### src/rtl/cotm32_csr_file.sv
// ---------------------------------------------------------------------------
// cotm32_csr_file
//
// Machine-mode CSR file and trap controller for the cotm32 core. It sits
// beside the execute stage, executes Zicsr read/modify/write operations,
// records trap state on exception/interrupt entry, restores it on mret,
// produces the trap target PC (direct or vectored), raises machine
// timer/external interrupt requests and runs the 64-bit mcycle/minstret
// counters.
//
// Ports:
//   clk          clock, all state updates on the rising edge
//   rst          synchronous active-high reset
//   csr_op       Zicsr operation (NONE/RW/RS/RC)
//   csr_addr     12-bit CSR address
//   csr_wdata    operand (rs1 or zero-extended uimm)
//   csr_rdata    current value of the addressed CSR (combinational)
//   csr_illegal  access is illegal this cycle (combinational)
//   trap_valid   take a trap this cycle
//   trap_cause   mcause value for the trap (MSB = interrupt)
//   trap_pc      PC saved into mepc
//   trap_tval    value saved into mtval
//   mret         mret retiring this cycle
//   inst_retire  one instruction retired this cycle
//   irq_timer    machine timer interrupt line (level)
//   irq_ext      machine external interrupt line (level)
//   irq_pending  enabled interrupt pending and mstatus.MIE set
//   irq_cause    mcause value for the pending interrupt
//   trap_target  PC to fetch on trap entry (combinational)
//   mepc_out     current mepc, the mret return address
// ---------------------------------------------------------------------------
module cotm32_csr_file #(
  parameter int unsigned      MXLEN       = 32,
  parameter logic [MXLEN-1:0] MTVEC_RESET = '0,
  parameter bit               VECTORED_EN = 1'b1,
  parameter bit               COUNTER_EN  = 1'b1
) (
  input  logic             clk,
  input  logic             rst,
  input  logic [1:0]       csr_op,
  input  logic [11:0]      csr_addr,
  input  logic [MXLEN-1:0] csr_wdata,
  output logic [MXLEN-1:0] csr_rdata,
  output logic             csr_illegal,
  input  logic             trap_valid,
  input  logic [MXLEN-1:0] trap_cause,
  input  logic [MXLEN-1:0] trap_pc,
  input  logic [MXLEN-1:0] trap_tval,
  input  logic             mret,
  input  logic             inst_retire,
  input  logic             irq_timer,
  input  logic             irq_ext,
  output logic             irq_pending,
  output logic [MXLEN-1:0] irq_cause,
  output logic [MXLEN-1:0] trap_target,
  output logic [MXLEN-1:0] mepc_out
);

  localparam int unsigned CW = 2 * MXLEN;

  typedef enum logic [1:0] {
    CSR_NONE = 2'b00,
    CSR_RW   = 2'b01,
    CSR_RS   = 2'b10,
    CSR_RC   = 2'b11
  } csrOp_e;

  localparam logic [11:0] ADDR_MSTATUS   = 12'h300;
  localparam logic [11:0] ADDR_MIE       = 12'h304;
  localparam logic [11:0] ADDR_MTVEC     = 12'h305;
  localparam logic [11:0] ADDR_MSCRATCH  = 12'h340;
  localparam logic [11:0] ADDR_MEPC      = 12'h341;
  localparam logic [11:0] ADDR_MCAUSE    = 12'h342;
  localparam logic [11:0] ADDR_MTVAL     = 12'h343;
  localparam logic [11:0] ADDR_MIP       = 12'h344;
  localparam logic [11:0] ADDR_MCYCLE    = 12'hB00;
  localparam logic [11:0] ADDR_MCYCLEH   = 12'hB80;
  localparam logic [11:0] ADDR_MINSTRET  = 12'hB02;
  localparam logic [11:0] ADDR_MINSTRETH = 12'hB82;

  // Clears the two low bits: mepc and the mtvec base are word aligned.
  localparam logic [MXLEN-1:0] ALIGN_MASK = {{(MXLEN-2){1'b1}}, 2'b00};
  // mtvec bit1 is always 0; bit0 (vectored mode) only survives when allowed.
  localparam logic [MXLEN-1:0] MTVEC_MASK =
    VECTORED_EN ? {{(MXLEN-2){1'b1}}, 2'b01} : ALIGN_MASK;

  // Architectural state. Only the writable bits of mstatus and mie exist.
  logic             mstatusMie_q, mstatusMie_d;
  logic             mstatusMpie_q, mstatusMpie_d;
  logic             mieMtie_q, mieMtie_d;
  logic             mieMeie_q, mieMeie_d;
  logic [MXLEN-1:0] mtvec_q, mtvec_d;
  logic [MXLEN-1:0] mscratch_q, mscratch_d;
  logic [MXLEN-1:0] mepc_q, mepc_d;
  logic [MXLEN-1:0] mcause_q, mcause_d;
  logic [MXLEN-1:0] mtval_q, mtval_d;
  logic [CW-1:0]    mcycle_q, mcycle_d;
  logic [CW-1:0]    minstret_q, minstret_d;

  csrOp_e           op;
  logic [MXLEN-1:0] mstatusRead;
  logic [MXLEN-1:0] mieRead;
  logic [MXLEN-1:0] mipRead;
  logic [MXLEN-1:0] csrOld;
  logic [MXLEN-1:0] csrNew;
  logic             csrImpl;
  logic             csrIsMip;
  logic             csrIsCounter;
  logic             writeReq;
  logic             csrWe;
  logic             extEn;
  logic             timEn;
  logic [MXLEN-1:0] tvecBase;
  logic [MXLEN-1:0] vecOffset;

  assign op = csrOp_e'(csr_op);

  // Rebuild the architectural views of the sparse registers: mstatus reports
  // MPP as machine mode permanently, and mip mirrors the interrupt lines.
  always_comb begin
    mstatusRead        = '0;
    mstatusRead[3]     = mstatusMie_q;
    mstatusRead[7]     = mstatusMpie_q;
    mstatusRead[12:11] = 2'b11;
    mieRead            = '0;
    mieRead[7]         = mieMtie_q;
    mieRead[11]        = mieMeie_q;
    mipRead            = '0;
    mipRead[7]         = irq_timer;
    mipRead[11]        = irq_ext;
  end

  // Address decode and read mux. Unimplemented addresses read as zero and
  // are flagged so the access can be rejected; counters count as
  // unimplemented when they are compiled out.
  always_comb begin
    csrImpl      = 1'b1;
    csrIsMip     = 1'b0;
    csrIsCounter = 1'b0;
    csrOld       = '0;
    case (csr_addr)
      ADDR_MSTATUS:  csrOld = mstatusRead;
      ADDR_MIE:      csrOld = mieRead;
      ADDR_MTVEC:    csrOld = mtvec_q;
      ADDR_MSCRATCH: csrOld = mscratch_q;
      ADDR_MEPC:     csrOld = mepc_q;
      ADDR_MCAUSE:   csrOld = mcause_q;
      ADDR_MTVAL:    csrOld = mtval_q;
      ADDR_MIP: begin
        csrIsMip = 1'b1;
        csrOld   = mipRead;
      end
      ADDR_MCYCLE: begin
        csrIsCounter = 1'b1;
        csrOld       = mcycle_q[MXLEN-1:0];
      end
      ADDR_MCYCLEH: begin
        csrIsCounter = 1'b1;
        csrOld       = mcycle_q[CW-1:MXLEN];
      end
      ADDR_MINSTRET: begin
        csrIsCounter = 1'b1;
        csrOld       = minstret_q[MXLEN-1:0];
      end
      ADDR_MINSTRETH: begin
        csrIsCounter = 1'b1;
        csrOld       = minstret_q[CW-1:MXLEN];
      end
      default: csrImpl = 1'b0;
    endcase
    if (csrIsCounter && !COUNTER_EN) begin
      csrImpl = 1'b0;
      csrOld  = '0;
    end
  end

  // RS/RC with a zero operand is a pure read, which is what lets software
  // read mip without trapping; only real writes can be rejected for mip.
  always_comb begin
    writeReq    = (op == CSR_RW) ||
                  (((op == CSR_RS) || (op == CSR_RC)) && (csr_wdata != '0));
    csr_illegal = (op != CSR_NONE) && (!csrImpl || (csrIsMip && writeReq));
    csrWe       = writeReq && !csr_illegal && !trap_valid && !mret;
    case (op)
      CSR_RW:  csrNew = csr_wdata;
      CSR_RS:  csrNew = csrOld | csr_wdata;
      CSR_RC:  csrNew = csrOld & ~csr_wdata;
      default: csrNew = csrOld;
    endcase
  end

  assign csr_rdata = csrOld;

  // Next-state logic. Trap entry wins over mret, which wins over a CSR
  // write; the losers are simply not applied. Counters tick every cycle
  // unless software is writing that particular counter this cycle.
  always_comb begin
    mstatusMie_d  = mstatusMie_q;
    mstatusMpie_d = mstatusMpie_q;
    mieMtie_d     = mieMtie_q;
    mieMeie_d     = mieMeie_q;
    mtvec_d       = mtvec_q;
    mscratch_d    = mscratch_q;
    mepc_d        = mepc_q;
    mcause_d      = mcause_q;
    mtval_d       = mtval_q;
    mcycle_d      = mcycle_q + CW'(1);
    minstret_d    = minstret_q + CW'(inst_retire);

    if (trap_valid) begin
      mepc_d        = trap_pc & ALIGN_MASK;
      mcause_d      = trap_cause;
      mtval_d       = trap_tval;
      mstatusMpie_d = mstatusMie_q;
      mstatusMie_d  = 1'b0;
    end else if (mret) begin
      mstatusMie_d  = mstatusMpie_q;
      mstatusMpie_d = 1'b1;
    end else if (csrWe) begin
      case (csr_addr)
        ADDR_MSTATUS: begin
          mstatusMie_d  = csrNew[3];
          mstatusMpie_d = csrNew[7];
        end
        ADDR_MIE: begin
          mieMtie_d = csrNew[7];
          mieMeie_d = csrNew[11];
        end
        ADDR_MTVEC:     mtvec_d    = csrNew & MTVEC_MASK;
        ADDR_MSCRATCH:  mscratch_d = csrNew;
        ADDR_MEPC:      mepc_d     = csrNew & ALIGN_MASK;
        ADDR_MCAUSE:    mcause_d   = csrNew;
        ADDR_MTVAL:     mtval_d    = csrNew;
        ADDR_MCYCLE:    mcycle_d   = {mcycle_q[CW-1:MXLEN], csrNew};
        ADDR_MCYCLEH:   mcycle_d   = {csrNew, mcycle_q[MXLEN-1:0]};
        ADDR_MINSTRET:  minstret_d = {minstret_q[CW-1:MXLEN], csrNew};
        ADDR_MINSTRETH: minstret_d = {csrNew, minstret_q[MXLEN-1:0]};
        default: ;
      endcase
    end
  end

  // State register with synchronous reset; reset overrides every other input.
  always_ff @(posedge clk) begin
    if (rst) begin
      mstatusMie_q  <= 1'b0;
      mstatusMpie_q <= 1'b0;
      mieMtie_q     <= 1'b0;
      mieMeie_q     <= 1'b0;
      mtvec_q       <= MTVEC_RESET;
      mscratch_q    <= '0;
      mepc_q        <= '0;
      mcause_q      <= '0;
      mtval_q       <= '0;
      mcycle_q      <= '0;
      minstret_q    <= '0;
    end else begin
      mstatusMie_q  <= mstatusMie_d;
      mstatusMpie_q <= mstatusMpie_d;
      mieMtie_q     <= mieMtie_d;
      mieMeie_q     <= mieMeie_d;
      mtvec_q       <= mtvec_d;
      mscratch_q    <= mscratch_d;
      mepc_q        <= mepc_d;
      mcause_q      <= mcause_d;
      mtval_q       <= mtval_d;
      mcycle_q      <= mcycle_d;
      minstret_q    <= minstret_d;
    end
  end

  // Interrupt request: external has priority over timer.
  always_comb begin
    extEn       = mieMeie_q & irq_ext;
    timEn       = mieMtie_q & irq_timer;
    irq_pending = mstatusMie_q & (extEn | timEn);
    irq_cause   = extEn ? {1'b1, (MXLEN-1)'(11)} : {1'b1, (MXLEN-1)'(7)};
  end

  // Trap target: vectored only for interrupts in vectored mode, where each
  // cause gets its own word-sized slot above the base.
  always_comb begin
    tvecBase  = mtvec_q & ALIGN_MASK;
    vecOffset = {trap_cause[MXLEN-3:0], 2'b00};
    if (mtvec_q[0] && trap_cause[MXLEN-1]) begin
      trap_target = tvecBase + vecOffset;
    end else begin
      trap_target = tvecBase;
    end
  end

  assign mepc_out = mepc_q;

endmodule

### config.mk
export PLATFORM = sky130hd
export DESIGN_NAME = cotm32_csr_file
export DESIGN_NICKNAME = d
export VERILOG_FILES = /design/src/rtl/cotm32_csr_file.sv
export SDC_FILE = /design/constraint.sdc
export NUM_CORES = 1
export LEC_CHECK = 0
export ABC_CLOCK_PERIOD_IN_PS = 3500
export CAP_MARGIN = 20
export CORE_ASPECT_RATIO = 0.8
export CORE_MARGIN = 2
export CORE_UTILIZATION = 40
export CTS_CLUSTER_SIZE = 40
export DETAILED_ROUTE_END_ITERATION = 16
export PLACE_DENSITY_LB_ADDON = 0.15
export SYNTH_ARGS = -nofsm -noshare
export SYNTH_HDL_FRONTEND = slang
export SYNTH_SLANG_ARGS = --single-unit
### constraint.sdc
create_clock -name clk -period 3.5 [get_ports clk]
set_input_delay 0.7 -clock clk [delete_from_list [all_inputs] [get_ports clk]]
set_output_delay 0.7 -clock clk [all_outputs]
set_load 0.03 [all_outputs]
==> results of run 1 <==
-- kinds of logic after synthesis --
logic type      synth area share
simple gates               0.264
compound gates             0.280
flops                      0.292
buf+inv                   0.0695
xor+xnor                  0.0362
mux                       0.0368
fa+ha+maj                 0.0212
other cells             0.000379
-- cells in the final DEF (no fill, tap or decap), types with 26 or more instances in the layout --
master	instances
o21ai_0	115
o21ai_1	28
a22oi_1	52
nand4_1	39
a21oi_1	205
clkbuf_16	35
o22ai_1	26
conb_1	34
buf_12	81
buf_4	505
nor2_1	371
clkdlybuf4s50_1	130
xor2_1	30
inv_1	36
nand3_1	57
nand2b_1	27
buf_6	40
mux2i_1	45
nand2_1	287
nor3_1	95
xnor2_1	49
a211oi_1	106
a31oi_1	28
and3_1	36
dfxtp_1	283
-- state kept, by name (all words and copies together) (netlist names) --
name	flops
mieMeie_q	1
mcause_q	32
mstatusMie_q	1
mscratch_q	32
minstret_q	64
mtvec_q	31
mtval_q	32
mcycle_q	64
mieMtie_q	1
mstatusMpie_q	1
mepc_out	30
-- routing by layer --
metal	global-route usage	vias up	routed length, um
li1	-	11000	-
met3	0.0666	272	10200
met4	0.166	4	5110
met2	0.589	1431	43900
met1	0.524	11700	42200
met5	0	-	32
-- where the power goes --
group	total (mW)	switching (mW)	internal, mW
Sequential	3.43	0.0664	3.36
Combinational	1.39	0.778	0.613
Clock	3.78	1.52	2.26
-- worst max-delay path by stage --
stage	endpoint	start	slack (ns)
finish	trap_target[28]	trap_cause[0]	-0.56
detailed placement	trap_target[31]	trap_cause[14]	-0.96
global route	trap_target[31]	mtvec_q[15]	-0.65
global placement	trap_target[31]	trap_cause[13]	-0.94
CTS	trap_target[31]	mtvec_q[3]	-0.56
floorplan	trap_target[31]	trap_cause[13]	-0.15
-- worst min-delay path: cells and delay by family (launching register included) --
kind / cells / cell delay, ns
simple gates: 1 / 0.05
compound gates: 1 / 0.05
flops: 1 / 0.31
-- cell type report --
| class | instances | area, sq um | share of cell area |
|---|---|---|---|
| flip-flops and latches | 289 | 5800 | 0.199 |
| well taps | 629 | 787 | 0.0270 |
| repair buffers | 805 | 7580 | 0.260 |
| multi-input cells | 2116 | 13700 | 0.469 |
| diodes | 2 | 5.00 | 0.000172 |
| clock inverters | 8 | 144 | 0.00493 |
| clock buffers | 50 | 992 | 0.0340 |
| inverters | 43 | 164 | 0.00562 |
-- what timing repair did --
action                                 4_1_cts  5_1_grt
setup buffers                               30       14
resized for setup                          200       80
pin swaps                                   72       56
setup endpoints to repair                  103       88
endpoints found under the hold margin        0        0
cloned                                       2        0
-- metrics by stage --
stage	setup WS, ns	cell area (sq um)
floorplan	-0.149	20100
finish	-0.557	29200
detailed placement	-0.961	26900
CTS	-0.556	28800
global placement	-0.939	26900
global route	-0.646	29200
==> impl_metrics.env, run 1 <==
export IMPL_status="finished, violations left"
export IMPL_violations="setup timing"
export IMPL_setup_slack_ns=-0.557
export IMPL_path_class="in -> out"
export IMPL_hold_class="reg -> reg"
export IMPL_path_buf_inv=3
export IMPL_final_setup_viol_count=16
export IMPL_cts_buffers=34
export IMPL_crit_slowest_cell="fa_2"
export IMPL_total_power_mw=8.60
export IMPL_syn_inst=2649
export IMPL_cp_data_required_time_ns=2.80
export IMPL_hold_viol=0
export IMPL_initialDrtViolationCount=2837
export IMPL_grt_pass1_vias=23000
export IMPL_fin_cells=3942
export IMPL_cp_top_family="compound AO/OA/AOI/OAI gates"
export IMPL_synth_top_area_cell="dfxtp_1"
export IMPL_coreArea_sq_mm=0.0486
export IMPL_ys_seq_area_frac=0.292
export IMPL_grt_max_degree=130
export IMPL_yosys_area_top_type_share=0.292
export IMPL_synth_most_common_cell="nor2_1"
export IMPL_reg2reg_from="mcycle_q[15]"
export IMPL_dr_pass1_iters=7
export IMPL_min_to="mtval_q[21]"
export IMPL_port_buffers=242
export IMPL_cts_tree="done"
export IMPL_grt_pass1_wl_um=148000
export IMPL_worstReg2RegEnd="mcycle_q[40]"
export IMPL_path_depth=14
export IMPL_clk_latency_ns=0.54
export IMPL_grt_overflow_total=0
export IMPL_final_nets=3471
export IMPL_avgSynthCellArea_sq_um=7.49
export IMPL_antenna_found_initial=5
export IMPL_slew_viol_final=0
export IMPL_htree_levels=2
export IMPL_synthFlopType="dfxtp_1"
export IMPL_start_util=0.408
export IMPL_cts_root_buffer="clkbuf_16"
export IMPL_std_cell_rows=72
export IMPL_wl_per_cell_um=25.7
export IMPL_wl_um=101000
export IMPL_drcViolationCount=0
export IMPL_fp_dieW_um=253
export IMPL_crit_path_max_incr_delay_ns=0.33
export IMPL_yosys_top_cells_area="dfxtp_1, nor2_1, nand2_1, a21oi_1, a211oi_1"
export IMPL_area_delta_synth_final_pct=47.0
export IMPL_vias_per_cell=6.18
export IMPL_hold_ws_ns=0.462
export IMPL_dp_hpwl_um=78200
export IMPL_synth_cell_types=104
export IMPL_rsz0062_at_grt="yes"
export IMPL_clock_sinks=289
export IMPL_dieArea_sq_mm=0.0514
export IMPL_min_period_over_period=1.16
export IMPL_hold_buffers=0
export IMPL_drv_cap=0
export IMPL_r2r_cells=9
export IMPL_cts_max_path_buffers=3
export IMPL_power_leakage_nw=11.7
export IMPL_min_path_cells=2
export IMPL_placed_cells=3839
export IMPL_cp_arrival_ns=3.36
export IMPL_synth_seq_cells=289
export IMPL_r2r_setup_slack_ns=0.31
export IMPL_crit_fanout=3
export IMPL_slew_headroom=0.475
export IMPL_path_cells="clkdlybuf4s15_2 -> ha_4 -> inv_2 -> fa_2 -> nand2b_4 -> a21o_1 -> a21boi_2 -> a41o_1 -> a41o_1 -> a21o_1 -> o21ai_2 -> and3_4 -> o31ai_4 -> buf_12"
export IMPL_ys_warn_count=0
export IMPL_clk_pin_slew_worst_paths_ns=0.06
export IMPL_synth_edf_count=0
export IMPL_gr_usage_all_layers=0.382
export IMPL_async_flop_share=0
export IMPL_ir_drop_uv=327
export IMPL_min_delay_start="mtval_q[21]"
export IMPL_utilization=0.599
export IMPL_drive_gt1_frac=0.278
export IMPL_worst_slew_pin_transition_ns=0.787
export IMPL_yosys_top_cells_count="nor2_1, nand2_1, dfxtp_1"
export IMPL_max_freq_mhz=246
export IMPL_vias=24400
export IMPL_gp_congestion=1.05
export IMPL_postRouteAntennaNets=0
export IMPL_fin_crit_ns=4.06
export IMPL_ios=279
export IMPL_start_kind="input port"
export IMPL_crit_path_end_kind="primary output"
export IMPL_die_y_um=203
export IMPL_fin_setup_tns_ns=-5.83
export IMPL_netlist_area_sq_mm=0.0198
export IMPL_fillCellCount=4424
export IMPL_fin_worst_skew_ns=0.0112
export IMPL_power_density_mw_per_mm2=295
Power figures use the tool's default switching activity.
==> run 2: changes to the inputs <==
- ABC_CLOCK_PERIOD_IN_PS: 3500 -> 5150
- CORE_UTILIZATION: 40 -> 45
- SKIP_LAST_GASP: unset -> 1
- clock period: 3.5 -> 5.15 ns (I/O delays scaled with it)
==> run 2 against run 1 <==
The flow now finishes without violations. Via count down 6.8%. Die area down 11%. Global-route usage up 0.91 points. Hold slack worse by 0.0071 ns. Final area down 15%. Flip-flop and latch count unchanged. Register-to-register slack better by 1.3 ns.
==> impl_metrics.env, run 2 (synthesis gave the netlist of run 1 again) <==
export IMPL_status="complete, no violations"
export IMPL_power_leakage_nw=9.27
export IMPL_cts_max_path_buffers=3
export IMPL_slew_viol_final=0
export IMPL_final_common_cell="nor2_1"
export IMPL_min_to="mtval_q[21]"
export IMPL_pwr_share_seq=0.420
export IMPL_grt_overflow_total=0
export IMPL_switching_share=0.281
export IMPL_start_util=0.458
export IMPL_p_comb_frac=0.142
export IMPL_final_cell_mix="nor2_1, nand2_1, dfxtp_1, a21oi_1, clkdlybuf4s50_1"
export IMPL_min_delay_start="mtval_q[21]"
export IMPL_placed_cells=3411
export IMPL_hold_class="reg -> reg"
export IMPL_postRouteAntennaNets=0
export IMPL_port_buffers=242
export IMPL_vias_per_cell=6.54
export IMPL_max_freq_mhz=198
export IMPL_reg2reg_from="minstret_q[22]"
export IMPL_intPower_mw=3.98
export IMPL_drcViolationCount=0
export IMPL_crit_fanout=3
export IMPL_fin_cells=3470
export IMPL_fp_dieW_um=239
export IMPL_wl_per_cell_um=26.5
export IMPL_worstReg2RegEnd="minstret_q[57]"
export IMPL_ios=279
export IMPL_dp_slack_ns=-0.209
export IMPL_coreArea_sq_mm=0.0433
export IMPL_dp_hpwl_um=69300
export IMPL_dr_pass1_iters=6
export IMPL_hold_ws_ns=0.455
export IMPL_clk_latency_ns=0.55
export IMPL_hold_viol=0
export IMPL_reg_top3="mcycle_q x64, minstret_q x64"
export IMPL_std_cell_rows=68
export IMPL_grt_pass1_wl_um=134000
export IMPL_final_nets=3071
export IMPL_die_y_um=192
export IMPL_total_power_mw=5.54
export IMPL_drv_cap=0
export IMPL_dieArea_sq_mm=0.0458
export IMPL_gr_usage_all_layers=0.391
export IMPL_area_delta_synth_final_pct=25.0
export IMPL_fin_setup_tns_ns=0
export IMPL_diodes=0
export IMPL_cts_root_buffer="clkbuf_16"
export IMPL_clock_sinks=289
export IMPL_final_cell_area_sq_mm=0.0248
export IMPL_vias=22700
export IMPL_initialDrtViolationCount=3106
export IMPL_p_clk_frac=0.437
export IMPL_min_period_over_period=0.978
export IMPL_min_path_cells=2
export IMPL_setup_slack_ns=0.112
export IMPL_grt_pass1_vias=20500
export IMPL_r2r_setup_slack_ns=1.59
export IMPL_grt_max_degree=144
export IMPL_cts_buffers=34
export IMPL_clk_pin_slew_worst_paths_ns=0.06
export IMPL_cts_tree="done"
export IMPL_dpl_cell_area_sq_mm=0.0236
export IMPL_utilization=0.573
export IMPL_final_setup_viol_count=0
export IMPL_hold_buffers=0
export IMPL_p_switching_mw=1.56
export IMPL_wl_um=92100
export IMPL_slew_headroom=0.278
export IMPL_path_class="in -> out"
export IMPL_crit_path_end_kind="primary output"
export IMPL_gp_congestion=1.00
export IMPL_fin_worst_skew_ns=0.0220
export IMPL_worst_slew_pin_transition_ns=1.08
export IMPL_start_kind="input port"
export IMPL_antenna_found_initial=2
export IMPL_ir_drop_uv=239
export IMPL_rsz0062_at_grt="yes"
export IMPL_htree_levels=2
export IMPL_r2r_cells=8
export IMPL_drive_gt1_frac=0.133
export IMPL_fin_crit_ns=5.04
export IMPL_cp_data_required_time_ns=4.12
export IMPL_power_density_mw_per_mm2=224
export IMPL_cp_arrival_ns=4.01
## run 2: routing by layer
metal	global-route usage	up-vias	wire (um)
met5	0	-	0
met4	0.198	0	5230
met3	0.0822	272	11100
met2	0.587	1506	38800
met1	0.531	10800	37000
li1	-	10100	-
## run 2: area by class of cell
class | instances | area (sq um)
well taps | 560 | 701
clock buffers | 49 | 987
multi-input cells | 2116 | 13000
inverters | 43 | 161
flip-flops and latches | 289 | 5790
fillers | 4072 | 18500
clock inverters | 8 | 91.3
repair buffers | 405 | 4120
## run 2: how the worst max path moves through the flow
| stage | startpoint | to | slack [ns] |
|---|---|---|---|
| CTS | trap_cause[12] | trap_target[31] | 0.02 |
| global route | trap_cause[1] | trap_target[28] | -0.02 |
| global placement | trap_cause[0] | trap_target[30] | -0.21 |
| finish | trap_cause[14] | trap_target[31] | 0.11 |
| floorplan | trap_cause[0] | trap_target[28] | 0.26 |
| detailed placement | trap_cause[0] | trap_target[30] | -0.21 |
## run 2: what timing repair did
item | in CTS | in global routing
pin swaps | 7 | 10
endpoints found under the setup margin | 6 | 8
gates resized for setup | 10 | 17
buffers inserted | 1 | 1
## run 2: critical path, stage by stage
cell             delay [ns]
clkdlybuf4s50_1        0.44
ha_1                   0.34
o21ai_0                0.09
o21bai_1               0.24
a21oi_2                0.10
or4_4                  0.50
o2111ai_4              0.26
a2111oi_4              0.11
o31ai_2                0.31
mux2i_1                0.26
xnor2_1                0.14
buf_4                  0.18
## run 2: power by group through the flow
stage / Sequential [mW] / Combinational, mW / Clock, mW
5_1_grt: 2.33 / 0.824 / 2.52
3_3_place_gp: 2.38 / 0.754 / 0
4_1_cts: 2.33 / 0.769 / 2.43
2_1_floorplan: 2.38 / 0.401 / 0
3_5_place_dp: 2.38 / 0.764 / 0
6_report: 2.33 / 0.789 / 2.43
